## src/rtl/ps2_key_encoder.sv

```systemverilog
// PS/2 keyboard receiver: synchronizes and filters the raw PS/2 lines,
// deframes 11-bit frames and turns make/break/extended scancode sequences
// into a toggle-strobed key event word.
module ps2_key_encoder #(
  parameter int TIMEOUT_CYC = 1100,
  parameter int FILTER_LEN  = 4
) (
  input  logic        clk_sys,
  input  logic        reset_n,
  input  logic        ps2_clk,
  input  logic        ps2_data,
  output logic [10:0] ps2_key,
  output logic        frame_err
);

  localparam int TO_W = $clog2(TIMEOUT_CYC + 1);
  localparam int FL_W = $clog2(FILTER_LEN + 1);

  typedef enum logic [1:0] {
    ST_IDLE   = 2'd0,
    ST_DATA   = 2'd1,
    ST_PARITY = 2'd2,
    ST_STOP   = 2'd3
  } state_t;

  // Odd parity check over the data byte plus its parity bit.
  function automatic logic odd_weight(input logic [7:0] data, input logic par);
    return ^{par, data};
  endfunction

  logic [1:0]      clk_sync_r;
  logic [1:0]      data_sync_r;
  logic            filt_clk_r;
  logic            filt_prev_r;
  logic [FL_W-1:0] filt_cnt_r;
  logic [TO_W-1:0] to_cnt_r;
  logic            fall_s;
  logic            timeout_s;
  logic            bit_s;

  state_t          state_r, state_n;
  logic [2:0]      bit_cnt_r, bit_cnt_n;
  logic [7:0]      shift_r, shift_n;
  logic            par_r, par_n;
  logic            byte_ok_s;
  logic            byte_bad_s;
  logic            err_s;

  logic            ext_r;
  logic            rel_r;
  logic [2:0]      skip_r;

  assign bit_s     = data_sync_r[1];
  assign fall_s    = filt_prev_r & ~filt_clk_r;
  assign timeout_s = (state_r != ST_IDLE) && (to_cnt_r == TO_W'(TIMEOUT_CYC));

  // Two-flop synchronizers for the asynchronous PS/2 lines (idle high).
  always_ff @(posedge clk_sys or negedge reset_n) begin
    if (!reset_n) begin
      clk_sync_r  <= 2'b11;
      data_sync_r <= 2'b11;
    end else begin
      clk_sync_r  <= {clk_sync_r[0], ps2_clk};
      data_sync_r <= {data_sync_r[0], ps2_data};
    end
  end

  // Glitch filter: accept a new clock level only after FILTER_LEN equal samples.
  always_ff @(posedge clk_sys or negedge reset_n) begin
    if (!reset_n) begin
      filt_clk_r  <= 1'b1;
      filt_prev_r <= 1'b1;
      filt_cnt_r  <= '0;
    end else begin
      filt_prev_r <= filt_clk_r;
      if (clk_sync_r[1] == filt_clk_r) begin
        filt_cnt_r <= '0;
      end else if (filt_cnt_r == FL_W'(FILTER_LEN - 1)) begin
        filt_clk_r <= clk_sync_r[1];
        filt_cnt_r <= '0;
      end else begin
        filt_cnt_r <= filt_cnt_r + FL_W'(1);
      end
    end
  end

  // Inter-edge timeout counter; held at zero while idle, cleared on each edge.
  always_ff @(posedge clk_sys or negedge reset_n) begin
    if (!reset_n) begin
      to_cnt_r <= '0;
    end else if ((state_r == ST_IDLE) || fall_s) begin
      to_cnt_r <= '0;
    end else if (to_cnt_r != TO_W'(TIMEOUT_CYC)) begin
      to_cnt_r <= to_cnt_r + TO_W'(1);
    end else begin
      to_cnt_r <= to_cnt_r;
    end
  end

  // Frame FSM state register.
  always_ff @(posedge clk_sys or negedge reset_n) begin
    if (!reset_n) begin
      state_r   <= ST_IDLE;
      bit_cnt_r <= 3'd0;
      shift_r   <= 8'h00;
      par_r     <= 1'b0;
      frame_err <= 1'b0;
    end else begin
      state_r   <= state_n;
      bit_cnt_r <= bit_cnt_n;
      shift_r   <= shift_n;
      par_r     <= par_n;
      frame_err <= err_s;
    end
  end

  // Frame FSM next state; a timeout wins over a coincident clock edge.
  always_comb begin
    state_n    = state_r;
    bit_cnt_n  = bit_cnt_r;
    shift_n    = shift_r;
    par_n      = par_r;
    byte_ok_s  = 1'b0;
    byte_bad_s = 1'b0;
    err_s      = 1'b0;
    if (timeout_s) begin
      state_n   = ST_IDLE;
      bit_cnt_n = 3'd0;
      shift_n   = 8'h00;
      err_s     = 1'b1;
    end else if (fall_s) begin
      case (state_r)
        ST_IDLE: begin
          if (!bit_s) begin
            state_n   = ST_DATA;
            bit_cnt_n = 3'd0;
            shift_n   = 8'h00;
          end else begin
            err_s = 1'b1;
          end
        end
        ST_DATA: begin
          shift_n = {bit_s, shift_r[7:1]};
          if (bit_cnt_r == 3'd7) begin
            state_n   = ST_PARITY;
            bit_cnt_n = 3'd0;
          end else begin
            bit_cnt_n = bit_cnt_r + 3'd1;
          end
        end
        ST_PARITY: begin
          par_n   = bit_s;
          state_n = ST_STOP;
        end
        ST_STOP: begin
          if (bit_s && odd_weight(shift_r, par_r)) begin
            byte_ok_s = 1'b1;
          end else begin
            byte_bad_s = 1'b1;
            err_s      = 1'b1;
          end
          state_n = ST_IDLE;
        end
        default: begin
          state_n = ST_IDLE;
        end
      endcase
    end else begin
      state_n = state_r;
    end
  end

  // Scancode decoder: prefix flags, pause-sequence skipping, event output.
  always_ff @(posedge clk_sys or negedge reset_n) begin
    if (!reset_n) begin
      ps2_key <= 11'h000;
      ext_r   <= 1'b0;
      rel_r   <= 1'b0;
      skip_r  <= 3'd0;
    end else if (byte_ok_s) begin
      if (skip_r != 3'd0) begin
        skip_r <= skip_r - 3'd1;
      end else if (shift_r == 8'hE0) begin
        ext_r <= 1'b1;
      end else if (shift_r == 8'hF0) begin
        rel_r <= 1'b1;
      end else if (shift_r == 8'hE1) begin
        skip_r <= 3'd7;
        ext_r  <= 1'b0;
        rel_r  <= 1'b0;
      end else begin
        ps2_key <= {~ps2_key[10], ~rel_r, ext_r, shift_r};
        ext_r   <= 1'b0;
        rel_r   <= 1'b0;
      end
    end else if (byte_bad_s) begin
      ext_r  <= 1'b0;
      rel_r  <= 1'b0;
      skip_r <= 3'd0;
    end else begin
      ps2_key <= ps2_key;
    end
  end

endmodule

```

## config.mk

```make
export PLATFORM = sky130hd
export DESIGN_NAME = ps2_key_encoder
export DESIGN_NICKNAME = d
export VERILOG_FILES = /design/src/rtl/ps2_key_encoder.sv
export SDC_FILE = /design/constraint.sdc
export NUM_CORES = 1
export LEC_CHECK = 0
export BUFFER_PORTS_ARGS = -buffer_cell sky130_fd_sc_hd__buf_2
export CORE_AREA = 2 2 84 86
export CTS_BUF_LIST = sky130_fd_sc_hd__clkbuf_2 sky130_fd_sc_hd__clkbuf_4 sky130_fd_sc_hd__clkbuf_8
export DETAILED_ROUTE_END_ITERATION = 10
export DIE_AREA = 0 0 86 88
export PLACE_DENSITY = 0.64
export SLEW_MARGIN = 25
export SYNTH_ARGS = -nofsm -noshare
export SYNTH_HDL_FRONTEND = slang
export SYNTH_SLANG_ARGS = --single-unit
export TNS_END_PERCENT = 1
```

## constraint.sdc

```tcl
create_clock -name clk_sys -period 2.95 [get_ports clk_sys]
set_input_delay 0.7375 -clock clk_sys [delete_from_list [all_inputs] [get_ports clk_sys]]
set_output_delay 0.7375 -clock clk_sys [all_outputs]
set_load 0.02 [all_outputs]
```

==> results of run 1 <==
==> cell type report <==
cell class,count,area (um2)
fill,626,3820
sequential,51,1280
multi-input combinational,157,1160
timing repair buffer,21,120
tap,80,100
inverter,20,75.1
clock buffer,5,68.8
clock inverter,3,15.0
==> how the worst min path moves through the flow <==
| stage | from | endpoint | slack [ns] | cells past startpoint |
|---|---|---|---|---|
| floorplan | clk_sync_r[0] | clk_sync_r[1] | 0.35 | 0 |
| global placement | data_sync_r[0] | data_sync_r[1] | 0.35 | 0 |
| detailed placement | data_sync_r[0] | data_sync_r[1] | 0.35 | 0 |
| CTS | clk_sync_r[0] | clk_sync_r[1] | 0.36 | 0 |
| global route | data_sync_r[0] | data_sync_r[1] | 0.36 | 0 |
| finish | clk_sync_r[0] | clk_sync_r[1] | 0.36 | 0 |
==> critical path: cells and delay by family (launching register included) <==
| family | cells | cell delay, ns |
|---|---|---|
| DFF | 1 | 0.40 |
| muxes | 1 | 0.35 |
| buffers and inverters | 2 | 0.30 |
| and+or+nand+nor | 2 | 0.42 |
| xor gates and xnor gates | 2 | 0.53 |
| adders and majority gates | 1 | 0.28 |
==> sequential cells by signal, summed over array words and instances (netlist names), 2 cells and up <==
| signal | count |
|---|---|
| bit_cnt_r | 3 |
| clk_sync_r | 2 |
| data_sync_r | 2 |
| filt_cnt_r | 3 |
| ps2_key | 11 |
| shift_r | 8 |
| skip_r | 3 |
| state_r | 2 |
| to_cnt_r | 11 |
==> power groups by stage <==
stage	sequential [uW]	combinational, uW	clock, uW
2_1_floorplan	939	494	0
3_5_place_dp	937	652	0
3_3_place_gp	933	641	0
4_1_cts	925	653	397
5_1_grt	942	741	426
6_report	922	642	379
==> routing by layer <==
| metal | global-route usage, % | part of all wire, % | routed length, um |
|---|---|---|---|
| met1 | 17.1 | 51 | 2120 |
| met2 | 20.1 | 46 | 1920 |
| met3 | 2.54 | 1.7 | 70 |
| met4 | 4.33 | 1.5 | 63 |
| met5 | 0 | 0 | 0 |
==> cells by family after synthesis <==
group | share of synthesized area, %
DFF | 50.0
adders and majority gates | 8.78
muxes | 7.17
buffers and inverters | 4.78
xor gates and xnor gates | 4.97
and+or+nand+nor | 16.5
AOI/OAI and AO/OA | 7.75
==> metrics by stage <==
stage / total power, uW / cells / area [um2]
2_1_floorplan: 1430 / 236 / 2570
3_5_place_dp: 1590 / 329 / 2740
4_1_cts: 1970 / 337 / 2820
6_report: 1940 / 337 / 2820
5_1_grt: 2110 / 337 / 2820
3_3_place_gp: 1570 / 329 / 2740
==> cell usage in the layout (no fill, tap or decap), types with 4 or more instances in the layout <==
master,count
buf_2,15
nor2_1,21
clkbuf_8,5
mux2_4,8
dfrtp_1,45
xnor2_1,10
ha_1,18
a21oi_1,4
o21ai_0,18
nor3_1,5
inv_1,20
nand3_1,18
dfstp_2,6
nor2b_1,6
nand2_1,11
buf_4,6
==> metrics.cfg, run 1 <==
[status]
status=complete, no violations

[synth]
avgSynthCellArea_um2=10.9
async_flop_share_pct=100
synth_edf_count=0
synth_cell_types=40
synth_fp_nets=258
synth_most_common_cell=dfrtp_1
synth.top_cell.area_share_pct=43.9
synthTopCellsByArea=dfrtp_1 (44%), ha_1 (8.8%), dfstp_2 (6.1%), mux2_4 (4.7%), nand3_1 (3.5%)
synth_top_cell_by_area=dfrtp_1
netlist_instances=236
synth_common_cells=dfrtp_1 (45), nor2_1 (21), inv_1 (20)
ys_seq_area_share_pct=50.0
ys_ff_latch=51
synth_warnings=0
synth-main-ff-cell=dfrtp_1
netlist_area_um2=2570

[layout]
fin_nets=278
insertedDiodeCount=0
drive_gt1_share_pct=19.8
fin_util_pct=42.5
syn_to_final_growth_pct=10.0

[floorplanning]
initial_core_util_pct=38.6
die_y_um=88
core.rowCount=30
die-width_um=86
coreArea_um2=6640
die-area_um2=7570
ioPinCount=16

[detailed_routing]
ant_nets=0
drt-total-wl_mm=4.18
wire_per_inst_um=12.4
route.detailed.drc=0
vias=1648
first_iter_violations=63
avgViaCountPerCell=4.89
first_pass_iters=4

[setup_path]
startpoint_type=flop
rrSetupSlack_ns=0.55
r2r_start=shift_r[4]
rr_endpoint=ps2_key[0]
worstSetupPathType=flop to flop
crit_chain=inv_1, ha_1, xnor3_1, xnor2_1, nand2_1, nor4_4, buf_4, mux2_2
startpoint=shift_r[4]
ff2ff_path_depth=8
critPathArrivalTime_ns=2.58
cp-endpoint=ps2_key[0]
cp.required_ns=3.13
cp_max_fo=6
critPathCaptureType=flop
slowest_delay_ns=0.40
cpMaxStageDelayCell=dfrtp_1

[global_routing]
antenna_found_initial=0
overflow=0
grt_pass1_vias=1610
grt_max_degree=52
grt_pass1_wl_mm=7.57
track_usage_pct=12.6

[clock_network]
tritoncts=built
postCtsHoldBufs=0
postCtsSetupBuffers=0
insertion_delay_ns=0.30
root_buffer=clkbuf_8
cts_resized=0
cts.htree.levels=2
max-clock-path-buffers=2
numCtsBuffers=5
clkTransAtPathRegs_ns=0.09
cts_sinks=51

[timing]
slew_violations=0
worst_slack_ns=0.553
fmax_ghz=0.417
fin_skew_ns=0.00650
fin_crit_sh_pct=81.3
hold-worst-slack_ns=0.358
tightestPinTransition_ns=0.647
rsz0062_at_grt=no
setup_viol_count_final=0
slew_headroom_pct=56.9
final-hold-violation-count=0
fin_crit_ns=2.40
fin_setup_tns_ns=0

[place]
hpwl_mm=2.97
portBuffers=15
gp_congestion=0.793
dp_slack_ns=0.548

[pwr]
p_comb_share_pct=33.0
pwr-share-seq_pct=47.4
clkPwrFrac_pct=19.5
power_density_nw_per_um2=688
power.leakage_uw=0.00133
power_switching_uw=696
ir_drop_mv=0.289
switching_share_pct=35.8
p_int_uw=1250

[min_path]
hold_class=flop to flop

[job]
drv_cap=0

Power figures use the tool's default switching activity.
==> inputs of run 2 (changes only) <==
Settings changed: ABC_AREA set to 1, CORE_AREA 2 2 84 86 to 2 2 85 87, DIE_AREA 0 0 86 88 to 0 0 87 89, PLACE_DENSITY 0.64 to 0.65.
Clock period 2.95 ns to 2.3 ns, I/O delays scaled along.
==> metrics.cfg, run 2 <==
[layout]
syn_to_final_growth_pct=10.0  ; about the same
reg_top3=ps2_key x11, to_cnt_r x11, shift_r x8
final_cells=397  ; +18%
design_area_um2=2950  ; +4.5%
insertedDiodeCount=0  ; unchanged
layout_commonest_cell=nand2_1
fin_nets=338  ; +22%
final_cell_mix=nand2_1 (76), dfrtp_1 (45), inv_1 (40), ha_1 (18)
drive_gt1_share_pct=19.6  ; -0.29 points

[synth]
synth-main-ff-cell=dfrtp_1
synth_most_common_cell=nand2_1
avgSynthCellArea_um2=9.06  ; -17%
synth_fp_nets=318  ; +23%
ys_ff_latch=51  ; unchanged
synth_top_cell_by_area=dfrtp_1
netlist_instances=296  ; +25%
async_flop_share_pct=100  ; unchanged
synth_cell_types=38  ; -5.0%
synth_edf_count=0  ; unchanged
synth_common_cells=nand2_1 (76), dfrtp_1 (45), inv_1 (40)
synth_warnings=0  ; unchanged
synth.top_cell.area_share_pct=42.0  ; -1.9 points
netlist_area_um2=2680  ; +4.5%
synthTopCellsByArea=dfrtp_1 (42%), nand2_1 (11%), ha_1 (8.4%), dfstp_2 (5.9%), inv_1 (5.6%)
ys_seq_area_share_pct=47.9  ; -2.1 points

[place]
gp_congestion=0.865  ; +9.0%
hpwl_mm=3.23  ; +8.5%
portBuffers=15  ; unchanged
placed_cell_area_um2=2830  ; +3.4%
dp.cells=389  ; +18%

[setup_path]
cp_max_fo=20  ; +14
slowest_delay_ns=0.40  ; about the same
cp.required_ns=2.48  ; -0.65 ns
crit_chain=inv_1, ha_1, inv_1, nand2_1, nand2_1, nand2_1, nand2_1, nand2_1, nand2_1, nand2_2, nor2_8, nand2_4, nand2_1, o21ai_2
worstSetupPathType=flop to flop
cpMostUsedCell=nand2_1
cpMaxStageDelayCell=dfrtp_1
path_buf_inv=2  ; unchanged
critPathArrivalTime_ns=2.15  ; -0.43 ns
path_delay_family=simple AND/OR/NAND/NOR gates
critPathCaptureType=flop
startpoint_type=flop

[detailed_routing]
route.detailed.drc=0  ; unchanged
vias=1910  ; +16%
wire_per_inst_um=10.9  ; -12%
first_pass_iters=4  ; unchanged
drt-total-wl_mm=4.32  ; +3.4%
first_iter_violations=49  ; -22%
avgViaCountPerCell=4.81  ; -1.6%
ant_nets=0  ; unchanged

[timing]
fin_crit_sh_pct=85.8  ; +4.5 points
hold-worst-slack_ns=0.361  ; +0.00283 ns
fmax_ghz=0.507  ; +21%
fin_setup_tns_ns=0  ; unchanged
rsz0062_at_grt=no
fin_skew_ns=0.00899  ; +0.00249 ns
setup_viol_count_final=0  ; unchanged
final-hold-violation-count=0  ; unchanged
slew_violations=0  ; unchanged
fin_crit_ns=1.97  ; -0.424 ns
slew_headroom_pct=58.0  ; +1.1 points
tightestPinTransition_ns=0.630  ; -0.0166 ns

[pwr]
power_uw=2540  ; +31%
power.leakage_uw=0.00149  ; +12%
power_density_nw_per_um2=862  ; +25%
ir_drop_mv=0.539  ; +87%

[floorplanning]
die-area_um2=7740  ; +2.3%
ioPinCount=16  ; unchanged
initial_core_util_pct=39.9  ; +1.3 points
core.rowCount=30  ; unchanged
die_y_um=89  ; +1.1%
die-width_um=87  ; +1.2%
coreArea_um2=6720  ; +1.1%

[status]
status=complete, no violations

[clock_network]
tritoncts=built
insertion_delay_ns=0.30  ; about the same
cts.htree.levels=2  ; unchanged
root_buffer=clkbuf_8
cts_resized=0  ; unchanged
max-clock-path-buffers=2  ; unchanged
cts_sinks=51  ; unchanged
numCtsBuffers=5  ; unchanged
postCtsHoldBufs=0  ; unchanged
clkTransAtPathRegs_ns=0.09  ; about the same
postCtsSetupBuffers=0  ; unchanged

[min_path]
hold_class=flop to flop

[global_routing]
overflow=0  ; unchanged
grt_pass1_wl_mm=7.98  ; +5.4%
grt_max_degree=52  ; unchanged
grt_pass1_vias=1858  ; +15%
antenna_found_initial=0  ; unchanged
track_usage_pct=12.7  ; +0.14 points

[job]
drv_cap=0  ; unchanged

==> run 2: area by class of cell <==
class	instances	area [um2]
repair buffers	17	90.1
well taps	80	100
multi-input cells	198	1200
flip-flops and latches	51	1280
inverters	43	161
clock buffers	6	82.6
fillers	654	3770
clock inverters	2	35.0
==> run 2: per-layer routing <==
layer | part of all wire (%) | wire length (um) | GRT usage (%) | vias to the layer above
met5 | 0 | 0 | 0 | -
met4 | 0.63 | 27 | 2.98 | 0
met3 | 2.9 | 127 | 2.77 | 2
met2 | 48 | 2070 | 22.3 | 22
met1 | 49 | 2100 | 16.0 | 895
li1 | - | - | - | 991
==> run 2: power breakdown <==
part           internal (uW)  total (uW)  switching, uW
combinational            272         773            501
clock                    352         641            288
sequential              1040        1130           93.5
==> run 2: cells by family (layout without fill, tap and decap cells) <==
logic type,after synthesis,in the layout,synth area share (%)
AOI/OAI and AO/OA,40,40,9.38
adders and majority gates,18,18,8.40
DFF,51,51,47.9
buffers and inverters,47,68,7.47
and+or+nand+nor,134,134,24.5
xor gates and xnor gates,5,5,1.91
muxes,1,1,0.420
==> run 2: through the flow <==
step	util (%)	setup WS [ns]
6_report	43.9	0.327
5_1_grt	43.9	0.136
3_3_place_gp	42.2	0.382
3_5_place_dp	42.2	0.325
2_1_floorplan	-	0.536
4_1_cts	43.9	0.297
==> run 2: path summary, 6_finish.rpt <==
path | from | end | slack [ns] | depth (start not counted)
min reg2reg | data_sync_r[0] | data_sync_r[1] | 0.36 | 0
min in group asynchronous | reset_n | ps2_key[10] | 0.38 | 2
min | data_sync_r[0] | data_sync_r[1] | 0.36 | 0
max | shift_r[4] | ps2_key[3] | 0.33 | 14
max reg2reg | shift_r[4] | ps2_key[3] | 0.33 | 14
max in group asynchronous | reset_n | to_cnt_r[1] | 1.51 | 2
==> inputs of run 3 (changes only) <==
Settings changed: CELL_PAD_IN_SITES_DETAIL_PLACEMENT set to 0, CELL_PAD_IN_SITES_GLOBAL_PLACEMENT set to 1, PLACE_DENSITY 0.65 to 0.78.
==> metrics.cfg, run 3 (same netlist as run 2, synthesis figures left out) <==
[detailed_routing]
avgViaCountPerCell=4.83  ; +0.37%
drt-total-wl_mm=4.60  ; +6.6%
first_pass_iters=4  ; unchanged
ant_nets=0  ; unchanged
wire_per_inst_um=11.6  ; +6.6%
first_iter_violations=87  ; +78%
route.detailed.drc=0  ; unchanged
vias=1917  ; +0.37%

[layout]
fillers=674  ; +3.1%
drive_gt1_share_pct=19.6  ; unchanged
reg_top3=ps2_key x11, to_cnt_r x11, shift_r x8
layout_commonest_cell=nand2_1
insertedDiodeCount=0  ; unchanged
register_area_um2=1280  ; unchanged
syn_to_final_growth_pct=10.4
multiInputGateArea_um2=1200  ; unchanged
fin_util_pct=44.0  ; +0.13 points
fin_nets=338  ; unchanged
final_cells=397  ; unchanged
final_cell_mix=nand2_1 (76), dfrtp_1 (45), inv_1 (40), ha_1 (18)

[timing]
fin_crit_sh_pct=86.0  ; +0.26 points
slew_violations=0  ; unchanged
fin_crit_ns=1.98  ; +0.00589 ns
fin_setup_tns_ns=0  ; unchanged
rsz0062_at_grt=no
fmax_ghz=0.505  ; -0.30%
setup_viol_count_final=0  ; unchanged
hold-worst-slack_ns=0.279  ; -0.0824 ns
fin_skew_ns=0.0154  ; +0.00645 ns
slew_headroom_pct=57.3  ; -0.65 points
final-hold-violation-count=0  ; unchanged
tightestPinTransition_ns=0.640  ; +0.00971 ns

[pwr]
clkPwrFrac_pct=24.7  ; -0.5 points
ir_drop_mv=0.518  ; -3.9%
power.leakage_uw=0.00149  ; -0.12%
power_density_nw_per_um2=855  ; -0.72%
switching_share_pct=35.0  ; +0.30 points
power_switching_uw=887  ; +0.42%
p_comb_share_pct=30.6  ; +0.2 points
p_int_uw=1640  ; -0.88%
pwr-share-seq_pct=44.7  ; +0.3 points

[clock_network]
insertion_delay_ns=0.30  ; about the same
tritoncts=built
root_buffer=clkbuf_8
cts_resized=0  ; unchanged
numCtsBuffers=5  ; unchanged
postCtsHoldBufs=0  ; unchanged
max-clock-path-buffers=2  ; unchanged
cts_sinks=51  ; unchanged
cts.htree.levels=2  ; unchanged
postCtsSetupBuffers=0  ; unchanged
clkTransAtPathRegs_ns=0.10  ; about the same

[floorplanning]
coreArea_um2=6720  ; unchanged
ioPinCount=16  ; unchanged
core.rowCount=30  ; unchanged
initial_core_util_pct=39.9  ; unchanged
die-area_um2=7740  ; unchanged
die_y_um=89  ; unchanged
die-width_um=87  ; unchanged

[global_routing]
grt_pass1_wl_mm=8.11  ; +1.6%
grt_pass1_vias=1836  ; -1.2%
overflow=0  ; unchanged
track_usage_pct=13.2  ; +0.45 points
antenna_found_initial=0  ; unchanged
grt_max_degree=27  ; -48%

[setup_path]
rr_endpoint=ps2_key[1]
r2r_start=shift_r[4]
startpoint_type=flop
worstSetupPathType=flop to flop
rrSetupSlack_ns=0.32  ; about the same
critPathArrivalTime_ns=2.16  ; about the same
cp_max_fo=20  ; unchanged
cp.required_ns=2.48  ; about the same
ff2ff_path_depth=14  ; unchanged
critPathCaptureType=flop
startpoint=shift_r[4]

[status]
status=complete, no violations

[place]
portBuffers=15  ; unchanged
dp.cells=389  ; unchanged
hpwl_mm=3.39  ; +5.2%
gp_congestion=0.796  ; -8.0%

[min_path]
hold_class=input port to async pin

[job]
drv_cap=0  ; unchanged

==> run 3: changes by cell type in the layout (fill, tap and decap cells not counted) <==
cell        before  now
clkinvlp_4       0    1
clkbuf_4         0    1
clkbuf_8         6    5
clkinv_2         1    0
buf_4            2    1
buf_12           0    1
==> run 3: layout make-up <==
cell class | count | area share [%]
Timing Repair Buffer | 17 | 3.47
Clock inverter | 2 | 1.27
Clock buffer | 6 | 2.58
Sequential cell | 51 | 43.4
Multi-Input combinational cell | 198 | 40.5
Inverter | 43 | 5.45
Tap cell | 80 | 3.38
==> run 3: per-stage QoR <==
stage               total power, uW  setup slack (ns)  instance area (um2)
floorplan                      1760             0.536                 2680
CTS                            2570             0.293                 2960
global placement               1920             0.377                 2850
detailed placement             1930             0.325                 2850
global route                   2740             0.125                 2960
finish                         2530             0.321                 2960
==> run 3: power by group through the flow <==
| stage | registers [uW] | logic, uW | clock network [uW] |
|---|---|---|---|
| CTS | 1130 | 788 | 655 |
| finish | 1130 | 775 | 626 |
| floorplan | 1150 | 606 | 0 |
| detailed placement | 1150 | 784 | 0 |
| global route | 1150 | 897 | 693 |
| global placement | 1140 | 771 | 0 |
==> run 3: critical path: stages, from the launching register on <==
cell     delay, ns
dfrtp_1       0.40
inv_1         0.09
ha_1          0.31
inv_1         0.06
nand2_1       0.06
nand2_1       0.05
nand2_1       0.06
nand2_1       0.06
nand2_1       0.06
nand2_1       0.09
nand2_2       0.10
nor2_8        0.15
nand2_4       0.19
nand2_1       0.14
o21ai_2       0.05
==> run 3: layer usage <==
metal | up-vias | track usage [%] | routed length, um
li1 | 988 | - | -
met1 | 900 | 16.2 | 2200
met2 | 27 | 23.4 | 2220
met3 | 2 | 2.86 | 160
met4 | 0 | 3.41 | 23
met5 | - | 0 | 0
==> run 3: worst max path at each step <==
stage,endpoint,depth (start not counted)
after floorplan,ps2_key[10],14
after global placement,ps2_key[10],13
after detailed placement,ps2_key[1],14
after CTS,ps2_key[1],14
after global routing,ps2_key[1],14
final,ps2_key[1],14
